--- config.mk ---
export PLATFORM = sky130hd
export DESIGN_NAME = cpc_mem_sequencer
export DESIGN_NICKNAME = d
export VERILOG_FILES = /design/src/rtl/cpc_mem_pkg.sv /design/src/rtl/cpc_req_slot.sv /design/src/rtl/cpc_mem_sequencer.sv
export SDC_FILE = /design/constraint.sdc
export NUM_CORES = 1
export LEC_CHECK = 0
export BUFFER_PORTS_ARGS = -buffer_cell sky130_fd_sc_hd__buf_2
export CAP_MARGIN = 20
export CORE_MARGIN = 5
export CORE_UTILIZATION = 40
export CTS_CLUSTER_SIZE = 20
export DETAILED_ROUTE_END_ITERATION = 6
export GPL_TIMING_DRIVEN = 0
export PLACE_DENSITY = 0.62
export SYNTH_ARGS = -nofsm -noshare
export SYNTH_HDL_FRONTEND = slang
export SYNTH_SLANG_ARGS = --single-unit
--- constraint.sdc ---
create_clock -name clk -period 1.9 [get_ports clk]
set_clock_uncertainty 0.1 [all_clocks]
set_input_delay 0.38 -clock clk [delete_from_list [all_inputs] [get_ports clk]]
set_output_delay 0.38 -clock clk [all_outputs]
set_load 0.02 [all_outputs]
--- src/rtl/cpc_mem_pkg.sv ---
// Shared types and widths for the CPC memory sequencer: FSM states, address widths and the
// byte-lane select helper.
package cpc_mem_pkg;

    localparam int unsigned CpuAddrW  = 23;
    localparam int unsigned WordAddrW = 22;
    localparam int unsigned VramAddrW = 15;
    // CPU slot payload: {we, wdata[7:0], byte address}
    localparam int unsigned CpuSlotW  = 1 + 8 + CpuAddrW;

    typedef enum logic [1:0] {
        StIdle,
        StVid,
        StCpu
    } seq_state_e;

    function automatic logic [7:0] sel_byte(input logic odd, input logic [15:0] word);
        return odd ? word[15:8] : word[7:0];
    endfunction

endpackage

--- src/rtl/cpc_req_slot.sv ---
// One pending-request slot: latches a payload on set and holds it valid until cleared.
// A set in the same cycle as a clear wins, so a fresh request is never lost.
module cpc_req_slot #(
    parameter int unsigned Width = 8
) (
    input  logic             clk,
    input  logic             reset,
    input  logic             i_set,
    input  logic             i_clr,
    input  logic [Width-1:0] i_data,
    output logic             o_valid,
    output logic [Width-1:0] o_data
);

    logic             r_valid;
    logic [Width-1:0] r_data;

    always_ff @(posedge clk) begin
        if (reset) begin
            r_valid <= 1'b0;
            r_data  <= '0;
        end else if (i_set) begin
            r_valid <= 1'b1;
            r_data  <= i_data;
        end else if (i_clr) begin
            r_valid <= 1'b0;
        end
    end

    assign o_valid = r_valid;
    assign o_data  = r_data;

endmodule

--- src/rtl/cpc_mem_sequencer.sv ---
// Arbitrates CPU byte accesses and video word fetches onto one 16-bit req/ack memory port.
// Optional feature macro: CPC_MEMSEQ_RDCACHE_EN adds a single-word CPU read cache.
module cpc_mem_sequencer
    import cpc_mem_pkg::*;
#(
    parameter logic [7:0] VRAM_BASE = 8'h00
) (
    input  logic                 clk,
    input  logic                 reset,
    input  logic [CpuAddrW-1:0]  mem_addr,
    input  logic                 mem_rd,
    input  logic                 mem_wr,
    input  logic [7:0]           mem_wdata,
    output logic [7:0]           mem_rdata,
    output logic                 cpu_busy,
    input  logic [VramAddrW-1:0] vram_addr,
    input  logic                 vram_req,
    output logic [15:0]          vram_din,
    output logic                 vram_valid,
    output logic                 vram_overrun,
    output logic [WordAddrW-1:0] ram_addr,
    output logic [15:0]          ram_wdata,
    output logic [1:0]           ram_be,
    output logic                 ram_we,
    output logic                 ram_req,
    input  logic                 ram_ack,
    input  logic [15:0]          ram_rdata
);

    seq_state_e r_state, w_state_next;

    logic                 r_mem_rd, r_mem_wr;
    logic                 w_rd_rise, w_wr_rise;
    logic                 w_cpu_set, w_cpu_valid;
    logic [CpuSlotW-1:0]  w_cpu_slot_in, w_cpu_data;
    logic                 w_cpu_we;
    logic [7:0]           w_cpu_wdata;
    logic [CpuAddrW-1:0]  w_cpu_addr;
    logic                 w_vid_valid;
    logic [VramAddrW-1:0] w_vid_addr;
    logic [WordAddrW-1:0] w_vid_word;
    logic                 w_launch_vid, w_launch_cpu, w_vid_done, w_cpu_done, w_cpu_hit;
    logic                 w_cache_hit;
    logic [15:0]          w_cache_rdata;

    logic [WordAddrW-1:0] r_ram_addr;
    logic [15:0]          r_ram_wdata;
    logic [1:0]           r_ram_be;
    logic                 r_ram_we;
    logic [7:0]           r_mem_rdata;
    logic [15:0]          r_vram_din;
    logic                 r_vram_valid;
    logic                 r_vram_overrun;

    assign w_rd_rise     = mem_rd & ~r_mem_rd;
    assign w_wr_rise     = mem_wr & ~r_mem_wr;
    // Simultaneous rd/wr edges resolve to a write; edges while busy are dropped.
    assign w_cpu_set     = (w_rd_rise | w_wr_rise) & ~w_cpu_valid;
    assign w_cpu_slot_in = {w_wr_rise, mem_wdata, mem_addr};

    assign w_cpu_we    = w_cpu_data[CpuSlotW-1];
    assign w_cpu_wdata = w_cpu_data[CpuAddrW+7:CpuAddrW];
    assign w_cpu_addr  = w_cpu_data[CpuAddrW-1:0];

    // VRAM_BASE is byte-address bits [22:15], i.e. word-address bits [21:14].
    assign w_vid_word = {VRAM_BASE, 14'b0} | {7'b0, w_vid_addr};

    cpc_req_slot #(
        .Width(CpuSlotW)
    ) u_cpu_slot (
        .clk    (clk),
        .reset  (reset),
        .i_set  (w_cpu_set),
        .i_clr  (w_cpu_done | w_cpu_hit),
        .i_data (w_cpu_slot_in),
        .o_valid(w_cpu_valid),
        .o_data (w_cpu_data)
    );

    // The video slot empties at launch so a request arriving mid-fetch queues behind it.
    cpc_req_slot #(
        .Width(VramAddrW)
    ) u_vid_slot (
        .clk    (clk),
        .reset  (reset),
        .i_set  (vram_req),
        .i_clr  (w_launch_vid),
        .i_data (vram_addr),
        .o_valid(w_vid_valid),
        .o_data (w_vid_addr)
    );

    always_comb begin
        w_state_next = r_state;
        w_launch_vid = 1'b0;
        w_launch_cpu = 1'b0;
        w_vid_done   = 1'b0;
        w_cpu_done   = 1'b0;
        w_cpu_hit    = 1'b0;
        unique case (r_state)
            StIdle: begin
                if (w_vid_valid) begin
                    w_state_next = StVid;
                    w_launch_vid = 1'b1;
                end else if (w_cpu_valid) begin
                    if (w_cache_hit) begin
                        w_cpu_hit = 1'b1;
                    end else begin
                        w_state_next = StCpu;
                        w_launch_cpu = 1'b1;
                    end
                end
            end
            StVid: begin
                if (ram_ack) begin
                    w_state_next = StIdle;
                    w_vid_done   = 1'b1;
                end
            end
            StCpu: begin
                if (ram_ack) begin
                    w_state_next = StIdle;
                    w_cpu_done   = 1'b1;
                end
            end
            default: w_state_next = StIdle;
        endcase
    end

    always_ff @(posedge clk) begin
        if (reset) begin
            r_state        <= StIdle;
            r_mem_rd       <= 1'b0;
            r_mem_wr       <= 1'b0;
            r_ram_addr     <= '0;
            r_ram_wdata    <= 16'h0000;
            r_ram_be       <= 2'b00;
            r_ram_we       <= 1'b0;
            r_mem_rdata    <= 8'hFF;
            r_vram_din     <= 16'h0000;
            r_vram_valid   <= 1'b0;
            r_vram_overrun <= 1'b0;
        end else begin
            r_state      <= w_state_next;
            r_mem_rd     <= mem_rd;
            r_mem_wr     <= mem_wr;
            r_vram_valid <= w_vid_done;
            if (vram_req && (w_vid_valid || r_state == StVid)) begin
                r_vram_overrun <= 1'b1;
            end
            if (w_launch_vid) begin
                r_ram_addr <= w_vid_word;
                r_ram_be   <= 2'b11;
                r_ram_we   <= 1'b0;
            end
            if (w_launch_cpu) begin
                r_ram_addr  <= w_cpu_addr[CpuAddrW-1:1];
                r_ram_be    <= w_cpu_addr[0] ? 2'b10 : 2'b01;
                r_ram_we    <= w_cpu_we;
                r_ram_wdata <= {w_cpu_wdata, w_cpu_wdata};
            end
            if (w_vid_done) begin
                r_vram_din <= ram_rdata;
            end
            if (w_cpu_done && !w_cpu_we) begin
                r_mem_rdata <= sel_byte(w_cpu_addr[0], ram_rdata);
            end
            if (w_cpu_hit) begin
                r_mem_rdata <= sel_byte(w_cpu_addr[0], w_cache_rdata);
            end
        end
    end

`ifdef CPC_MEMSEQ_RDCACHE_EN
    logic                 r_cache_valid;
    logic [WordAddrW-1:0] r_cache_tag;
    logic [15:0]          r_cache_data;

    always_ff @(posedge clk) begin
        if (reset) begin
            r_cache_valid <= 1'b0;
            r_cache_tag   <= '0;
            r_cache_data  <= 16'h0000;
        end else if (w_cpu_done) begin
            if (!w_cpu_we) begin
                r_cache_valid <= 1'b1;
                r_cache_tag   <= w_cpu_addr[CpuAddrW-1:1];
                r_cache_data  <= ram_rdata;
            end else if (r_cache_tag == w_cpu_addr[CpuAddrW-1:1]) begin
                r_cache_valid <= 1'b0;
            end
        end
    end

    assign w_cache_hit   = r_cache_valid & ~w_cpu_we
                         & (r_cache_tag == w_cpu_addr[CpuAddrW-1:1]);
    assign w_cache_rdata = r_cache_data;
`else
    assign w_cache_hit   = 1'b0;
    assign w_cache_rdata = 16'h0000;
`endif

    assign ram_req      = (r_state != StIdle);
    assign ram_addr     = r_ram_addr;
    assign ram_wdata    = r_ram_wdata;
    assign ram_be       = r_ram_be;
    assign ram_we       = r_ram_we;
    assign mem_rdata    = r_mem_rdata;
    assign cpu_busy     = w_cpu_valid;
    assign vram_din     = r_vram_din;
    assign vram_valid   = r_vram_valid;
    assign vram_overrun = r_vram_overrun;

endmodule

Word level (Yosys, flattened, before mapping)
Cells that the tools add are included.
{ "op_classes": {"n_addsub": 0, "mul": 0, "div_mod_pow": 0, "order_cmp": 0, "eq_ne": 4, "shifts": 0, "n_mux": 23, "n_bitwise": 7, "reduce_logical": 11} }
{ "op_table": {"columns": ["cell", "n"], "rows": [
  ["$mux 22", 2],
  ["$mux 1", 13],
  ["$mux 2", 6],
  ["$mux 8", 1],
  ["$reduce_bool 2->1", 4],
  ["$pmux 2 s2", 1],
  ["$and 1x1->1", 3],
  ["$ne 3x1->1 const B", 1],
  ["$not 1->1", 3],
  ["$eq 2x1->1 const B", 1],
  ["$eq 2x2->1 const B", 1],
  ["$logic_and 1x1->1", 2],
  ["$logic_not 2->1", 1],
  ["$ne 2x1->1 const B", 1],
  ["$reduce_and 2->1", 1],
  ["$reduce_or 2->1", 1],
  ["$logic_not 1->1", 1],
  ["$logic_or 1x1->1", 1],
  ["$or 1x1->1", 1]
]} }
{ "totals": {"register_bits": 120, "latchBits": 0, "ramBits": 0, "rom_bits": 0, "word_cells": 60, "memories": 0} }

Depth between registers and ports, before layout
Gate-level depths: netlist (run 1).
{ "depth": {"word_depth": 5, "depth_mapped": 8, "depth_no_buf": 5} }

Modules after synthesis
From an unflattened synthesis (run 1), not the netlist that was laid out.
{ "unflattened": {"cells_unflattened": 471, "area_unflattened_um2": 4386.7} }
{ "by_module_without_submodules": {"columns": ["module", "n_inst", "cells_per_inst", "area_each_um2"], "rows": [
  ["cpc_mem_sequencer", 1, 310, 2597.5],
  ["cpc_req_slot at u_cpu_slot", 1, 108, 1204.9],
  ["cpc_req_slot at u_vid_slot", 1, 53, 584.3]
]} }

Least setup slack after synthesis (run 1)
OpenSTA, ideal clock, no wires.
{ "synth_path": {"path_kind": "register to output", "start": "register r_state[0]", "end": "output ram_req", "t_arrival_ps": 1022, "t_required_ps": 1420, "path_slack_ps": 398, "path_stages_with_launch": 6, "n_path_buf": 2, "cell_sequence": "dfxtp_1 > inv_1 > ha_1 > buf_6 > buf_2 > inv_1"} }
{ "synth_between": {"elab_chain_cells": 1} }
{ "synth_lines": {"columns": ["item", "line", "source"], "rows": [
  ["start, declared", "cpc_mem_sequencer.sv:30", "seq_state_e r_state, w_state_next;"],
  ["start signal, assigned", "cpc_mem_sequencer.sv:132", "r_state <= StIdle;"],
  ["start signal, assigned", "cpc_mem_sequencer.sv:144", "r_state <= w_state_next;"],
  ["$reduce_bool 2->1", "cpc_mem_sequencer.sv:203", "assign ram_req = (r_state != StIdle);"],
  ["end, declared", "cpc_mem_sequencer.sv:25", "output logic ram_req,"]
]} }
No other way between the ends.

Worst setup path in the final report (run 1)
Same ends and word-level chain as after synthesis.

==> results of run 1 <==
[cell usage after synthesis (3+ instances only)]
cell,number,area share (%)
nand2_1,48,3.8
a21oi_1,23,2.4
nand2b_1,65,8.5
ha_1,3,0.79
a211oi_2,9,2.4
nor2_1,49,3.9
buf_2,13,1.4
dfxtp_1,112,47
a21oi_2,8,1.5
o22ai_1,15,2.0
a22oi_1,6,0.94
a211oi_1,5,0.79
buf_6,10,2.4
nand3b_1,3,0.47
buf_4,13,2.0
clkbuf_1,8,0.63
nand2_2,3,0.39
mux2i_1,54,11
inv_1,4,0.31
a211o_1,8,1.5
[repair_timing]
| item | CTS | global route |
|---|---|---|
| setup endpoints to repair | 1 | 1 |
| hold buffers | 0 | 0 |
| gates resized for setup | 1 | 3 |
| buffers inserted | 0 | 0 |
[state kept, by name, indices dropped and copies added, names as in the netlist, 2 cells and up]
signal and count:
ram_wdata 8, u_vid_slot.o_data 15, r_state 2, u_cpu_slot.o_data 32, ram_addr 22, vram_din 16
mem_rdata 8, ram_be 2
[metrics by stage]
stage                     hold slack (ns)  total power [W]  util (%)  cell area, um^2  cells
final                               0.157          0.00566      51.2             5920    779
after global routing                0.151          0.00593      51.2             5920    779
after global placement              0.342          0.00378      48.6             5620    764
after floorplan                     0.336          0.00345         -             4770    487
after CTS                           0.143          0.00572      51.1             5910    779
after detailed placement            0.349          0.00381      48.6             5620    764
[kinds of logic (layout without fill, tap and decap cells)]
family	Yosys count	after routing
buffers and inverters	50	199
DFF	112	112
AOI/OAI and AO/OA	86	86
adders and majority gates	3	3
and+or+nand+nor	182	182
muxes	54	54
[power breakdown]
group	internal, W	total (W)	switching (W)
clock	0.00103	0.00192	0.000886
sequential	0.00253	0.00263	0.0000981
combinational	0.000478	0.00112	0.000642
total	0.00404	0.00566	0.00163
[critical path, cell delays in order, from the launching register on]
cell,delay (ns)
dfxtp_1,0.34
inv_1,0.08
ha_1,0.22
buf_8,0.16
inv_2,0.07
buf_4,0.13
[cell type report]
cell class	instances	area share, %
buffer	44	5.48
clock buffer	10	3.87
clock inverter	6	1.16
inverter	5	0.317
multi-input combinational	325	36.9
sequential	112	37.9
tap	143	3.02
timing repair buffer	134	11.4
[routing by layer]
| metal | wire, um | vias to the layer above | share of wire [%] | GRT usage, % |
|---|---|---|---|---|
| met5 | 0 | - | 0 | 0 |
| met4 | 185 | 0 | 1.5 | 6.44 |
| met3 | 542 | 13 | 4.5 | 3.36 |
| met2 | 5750 | 96 | 48 | 28.3 |
| met1 | 5620 | 1811 | 46 | 21.9 |
| li1 | - | 1926 | - | - |
[worst min path at each step]
stage               endpoint  slack [ns]  cells after the start                  start
3_3_place_gp    mem_rdata[4]        0.34                      1           mem_rdata[4]
4_1_cts             r_mem_rd        0.14                      2                 mem_rd
2_1_floorplan  ram_wdata[11]        0.34                      2  u_cpu_slot.o_data[26]
3_5_place_dp   ram_wdata[14]        0.35                      2  u_cpu_slot.o_data[29]
6_report            r_mem_rd        0.16                      2                 mem_rd
5_1_grt             r_mem_rd        0.15                      2                 mem_rd
==> run summary, run 1 <==
Summing all multi-input logic gate instances after layout gives roughly 0.0022 mm^2. The effective utilization at floorplan is about two fifths. The routed design could run at a clock period as short as approximately 1.8 ns.

The storage element area came out at 0.00224 mm^2. Timing would allow up to 0.548 GHz. The initial detailed-routing violation count is about 170. The unique cell type count in the Yosys netlist is 43. Across the run, the number of max-cap violations was 0. The floorplan row count is 39. The clock input transition at the sequential cells of the worst setup and hold paths is roughly 0.08 ns. The final setup violation count is 0. The layout has between 1000 and 1500 filler cells. The number of search-and-repair iterations in the first detailed-routing pass is 4.

The slack of the worst reg-to-reg path came out at 0.25 ns. The count of boundary I/O pins came out at 137. The number of nets in the synthesized netlist came out at around 560. The path class of the tightest hold or removal check is in2reg.

The number of nets in the finished design is around 700. The wire length per cell after detailed routing is ~16 um. After synthesis, the largest family of logic cells by area is simple AND/OR/NAND/NOR gates.

At the pin with the least slew margin, the transition time is 0.596 ns. The count of flip-flops with a built-in enable after synthesis came out at 0. Summing the areas of all fa, ha and maj instances in the mapped netlist gives less than 1% of the synthesized area. The synthesized netlist devotes 0% of its cell area to XOR and XNOR gates. The growth of design area from synthesis to finish is 24.1%.

In the synthesized netlist the dominant register cell turns out to be dfxtp_1. The count of antenna diodes in the layout came out at 0. Data arrives at the worst endpoint at about 1.3 ns. The library cells used most frequently in the layout, excluding fill and tap cells, are buf_2 (145), dfxtp_1 (111), nand2b_1 (65). The total number of H-tree levels came out at 3. At the end of routability-driven placement, the weighted congestion stood at approximately 0.8.

Adding up every negative setup slack in the final design gives 0 ns. The critical path endpoint is ram_req. The first global-routing pass estimated 19300 um of wire.

The required time of the critical path is 1.42 ns. Setup repair after global routing left no endpoint under its margin. The buffer levels on the longest clock path came out at 2.

The fraction of the mapped netlist area in simple logic gates came out at between 10% and 20%. Summing over every cut layer, the via total after detailed routing is about 3800. The global-route usage over all layers is 17.0%. The tree is rooted in a clkbuf_16. The async set-reset flop share out of synthesis is 0%. Summed over all nets, the half-perimeter wirelength after detailed placement is 9150 um. The final count of pins violating max slew is 0.

The post-placement setup slack came out at between 0.2 and 0.25 ns. During synthesis, Yosys emitted a total of 0 warnings. The die outline width is between 100 and 150 um. The synthesized netlist devotes around 14% of its cell area to compound gates. The worst-case headroom to the max-slew limit is between 60% and 70%. The startpoint of the most critical setup path is r_state[0]. Dividing the detail-routed via count by the number of cells gives 4.94. After detailed routing, the number of remaining DRC violations is 0. The worst-skew pair later-pin latency is around 0.35 ns. The final hold violation count came out at 0.

The total overflow left after global routing is 0. For this design the static power due to leakage is around 2.6 nW. In this run the worst path has a maximum fanout of 18.

After synthesis the cells add up to about 0.0048 mm^2. The worst register-to-register path has a depth of 8. The source of the worst register-to-register timing path is r_state[0]. The post-route antenna net violation count came out at 0. STA classifies the critical path endpoint as an output pin. In this run the critical register-to-register path is captured at ram_we. The final cycle utilization of the critical path is between 90% and 100%. Dividing total power by cell area gives a power density of approximately 960 mW/mm^2. The average footprint of a synthesized cell came out at slightly below 10 um^2. The number of antenna violations at the first check in global routing came out at 0. The overall routed net length is around 12000 um. The post-route netlist has between 30% and 40% of its cells at a drive strength greater than 1. The die covers ~0.014 mm^2.

The number of clock buffers inserted by TritonCTS is 9. The run finished with clean final reports. The TritonCTS clock tree is yes. The number of flip-flops and latches in the synthesized netlist is 112.

The setup slack of the critical path after layout came out at 0.0753 ns. The maximum resistive drop on vdd came out at between 0.0004 and 0.0005 V. The sequential cell area fraction in the yosys report came out at 47.0%. STA classifies the critical path startpoint as a register. From bottom edge to top edge, the die measures about 120 um.

Synthesis produced between 400 and 500 cells. The floorplan step defined a core boundary enclosing about 0.012 mm^2. The library cell used most frequently in the layout, excluding fill and tap cells, is buf_2. The critical path in this run is classified as reg2out.

The maximum number of pins on one net before global-route repair is 19. The total clock sinks came out at between 100 and 150. The via count of the first global-routing pass came out at slightly below 4000.

Input and output buffers added on the ports amount to 134. In the synthesized netlist, mux cells make up between 10% and 20% of the area.
(Power assumes the default switching activity.)
==> run 2: changes to the inputs <==
Settings changed: RECOVER_POWER set to 100.
==> run 2 against run 1 <==
Compared with the run above: worst hold slack improved by 0.0026 ns; non-clock buffer count unchanged; critical endpoint unchanged; routed wire length grew 0.27%; register-to-register slack got worse by 0.16 ns; total power down 1.4%; via count shrank 0.75%.
==> run summary, run 2 (synthesis results as in run 1) <==
Status: finished clean (unchanged). The TritonCTS clock tree is yes (unchanged). The placement-stage cell area is 0.00562 mm^2 (unchanged).

The maximum fanout encountered on the critical timing path came to 18 (unchanged). The number of clock buffers inserted by TritonCTS is 9 (unchanged). The die outline width is 119 um (unchanged). Leading cell types in the layout, fill and taps excluded: dfxtp_1 (111), clkbuf_1 (86), buf_2 (68) (was buf_2 (145), dfxtp_1 (111), nand2b_1 (65)). The most frequent standard cell in the layout excluding fill and tap cells was dfxtp_1 (was buf_2).

The count of boundary I/O pins came out at 137 (unchanged). The slack of the worst reg-to-reg path came out at 0.09 ns (was 0.25 ns). The growth of design area from synthesis to finish was 20.4% (was 24.1%). The maximum resistive drop on vdd came to 0.000400 V (was 0.000403 V). The placeable core area is 0.0116 mm^2 (unchanged). The power per standard cell area came out at 972 mW/mm^2 (was 957 mW/mm^2). The pin slew with the least headroom to its limit was 0.770 ns (was 0.596 ns).

The setup total negative slack came out at 0 ns (unchanged). The final hold violation count came out at 0 (unchanged). The master cell of the clock root buffer was clkbuf_16 (unchanged). The total number of H-tree levels is 3 (unchanged).

Setup repair after global routing missed its margin: false (unchanged). The leftover overflow at the end of global routing came out at 0 (unchanged). The number of cell instances on the worst register-to-register path came out at 8 (unchanged).

The critical path data arrival time came out at 1.34 ns (about the same). The wire length per cell after detailed routing came out at 15.6 um (was 15.5 um). The total clock sinks came out at 112 (unchanged).

The maximum number of pins on one net before global-route repair is 19 (unchanged). The minimum clock period came out at 1.82 ns (about the same). The maximum clock frequency came out at 0.551 GHz (was 0.548 GHz).

The final setup violation count came to 0 (unchanged). The buffer levels on the longest clock path came to 2 (unchanged). The effective utilization at floorplan came out at 41.2% (unchanged). The count of vias placed by the detailed router is 3817 (was 3846).

The origin of the worst min-delay path is mem_wr (was mem_rd). The max-cap violation count came out at 0 (unchanged). The flip-flop count of the largest register, all copies and words added came to 32 (unchanged).

The DRC violation count after routing is 0 (unchanged). The number of buffer cells added on primary ports is 134 (unchanged). The number of nets in the finished design came to 702 (unchanged). The global-route usage over all layers is 17.0% (unchanged). The global-route wire length before repair came out at 19300 um (unchanged). The via count of the first global-routing pass is 3883 (unchanged). The number of antenna violations at the first check in global routing is 0 (unchanged).

The overall routed net length came to 12100 um (about the same). The worst-case headroom to the max-slew limit came out at 48.7% (was 60.3%). The worst-skew pair later-pin latency is 0.35 ns (about the same). The global placer's final weighted congestion is 0.797 (unchanged). The number of stages on the worst hold path is 2 (unchanged). The total die area came out at 0.0142 mm^2 (unchanged).

The count of antenna diodes in the layout is 0 (unchanged). The critical path startpoint category is a register (unchanged). The final design utilization was 49.6% (was 51.2%).

The required time of the critical path is 1.42 ns (about the same). The worst hold path class is in2reg (unchanged). The clock input transition at the sequential cells of the worst setup and hold paths came out at 0.07 ns (was 0.08 ns). The end point of the worst hold path is r_mem_wr (was r_mem_rd). The leakage power summed over all cells came out at 2.32 nW (was 2.62 nW).

The final count of pins violating max slew came out at 0 (unchanged). The source of the worst register-to-register timing path is r_state[0] (unchanged). The floorplan row count is 39 (unchanged). The initial detailed-routing violation count is 145 (was 165).

The number of setup buffers added after CTS came out at 0 (unchanged). The number of search-and-repair iterations in the first detailed-routing pass came out at 5 (was 4). The ratio of cells with drive above 1 in the final layout came out at 20.8% (was 34.9%). The area of all placed cells without fillers is 0.00574 mm^2 (was 0.00592 mm^2). The height of the chip came out at 119 um (unchanged). The via count normalized by instance count was 4.90 (was 4.94).

The capturing element type of the critical path was an output pin (unchanged). The critical register-to-register path endpoint is ram_addr[21] (was ram_we). The final cycle utilization of the critical path is 95.6% (was 96.0%). The placed wire-length estimate is 9150 um (unchanged). The post-route antenna net violation count came out at 0 (unchanged). The critical path class is reg2out (unchanged).
## run 2: changes by cell type in the layout (fill, tap and decap cells not counted), moves of 3 or more
cell / delta
buf_2: -77
clkbuf_1: +77
a211oi_1: +4
a211oi_2: -4
a21oi_1: +3
## run 2: what timing repair did
action / CTS / global route
endpoints found under the setup margin: 1 / 1
hold buffers: 0 / 0
cloned: 0 / 0
gates resized for setup: 1 / 3
pin swaps: 0 / 0
## run 2: power by group
group / total, W / internal [W] / switching (W)
logic: 0.00105 / 0.000428 / 0.000625
clock network: 0.00190 / 0.00103 / 0.000870
registers: 0.00263 / 0.00253 / 0.0000993
## run 2: worst max-delay path by stage
stage                from      endpoint  slack [ns]  cells after the start
2_1_floorplan  r_state[0]       ram_req        0.40                      5
3_3_place_gp        reset  ram_addr[13]        0.25                      4
3_5_place_dp   r_state[0]       ram_req        0.21                      6
4_1_cts        r_state[0]       ram_req        0.03                      5
5_1_grt        r_state[0]        ram_we       0.008                      8
6_report       r_state[0]       ram_req        0.08                      5
## run 2: worst max-delay path, cell delays in order, from the launching register on
cell and delay (ns):
dfxtp_1 0.34, inv_1 0.08, ha_1 0.22, buf_8 0.16, inv_2 0.06, buf_4 0.13
## run 2: routing by layer
metal | share of wire [%] | vias to the layer above | GRT usage (%)
li1 | - | 1924 | -
met1 | 47 | 1789 | 21.9
met2 | 48 | 96 | 28.3
met3 | 4.1 | 8 | 3.36
met4 | 1.0 | 0 | 6.44
met5 | 0 | - | 0
## run 2: cell type report
class | instances | area, um^2
well taps | 143 | 179
multi-input cells | 325 | 2110
plain buffers | 44 | 304
repair buffers | 134 | 588
clock buffers | 10 | 229
inverters | 5 | 18.8
flip-flops and latches | 112 | 2240
fillers | 1166 | 5820
clock inverters | 6 | 68.8
## run 2: stage by stage
step	hold WS, ns	setup WS, ns	total power, W	std cells
floorplan	0.336	0.398	0.00345	487
global placement	0.342	0.248	0.00378	764
detailed placement	0.349	0.214	0.00381	764
CTS	0.143	0.0261	0.00572	779
global route	0.144	0.00785	0.00587	779
finish	0.160	0.0836	0.00558	779
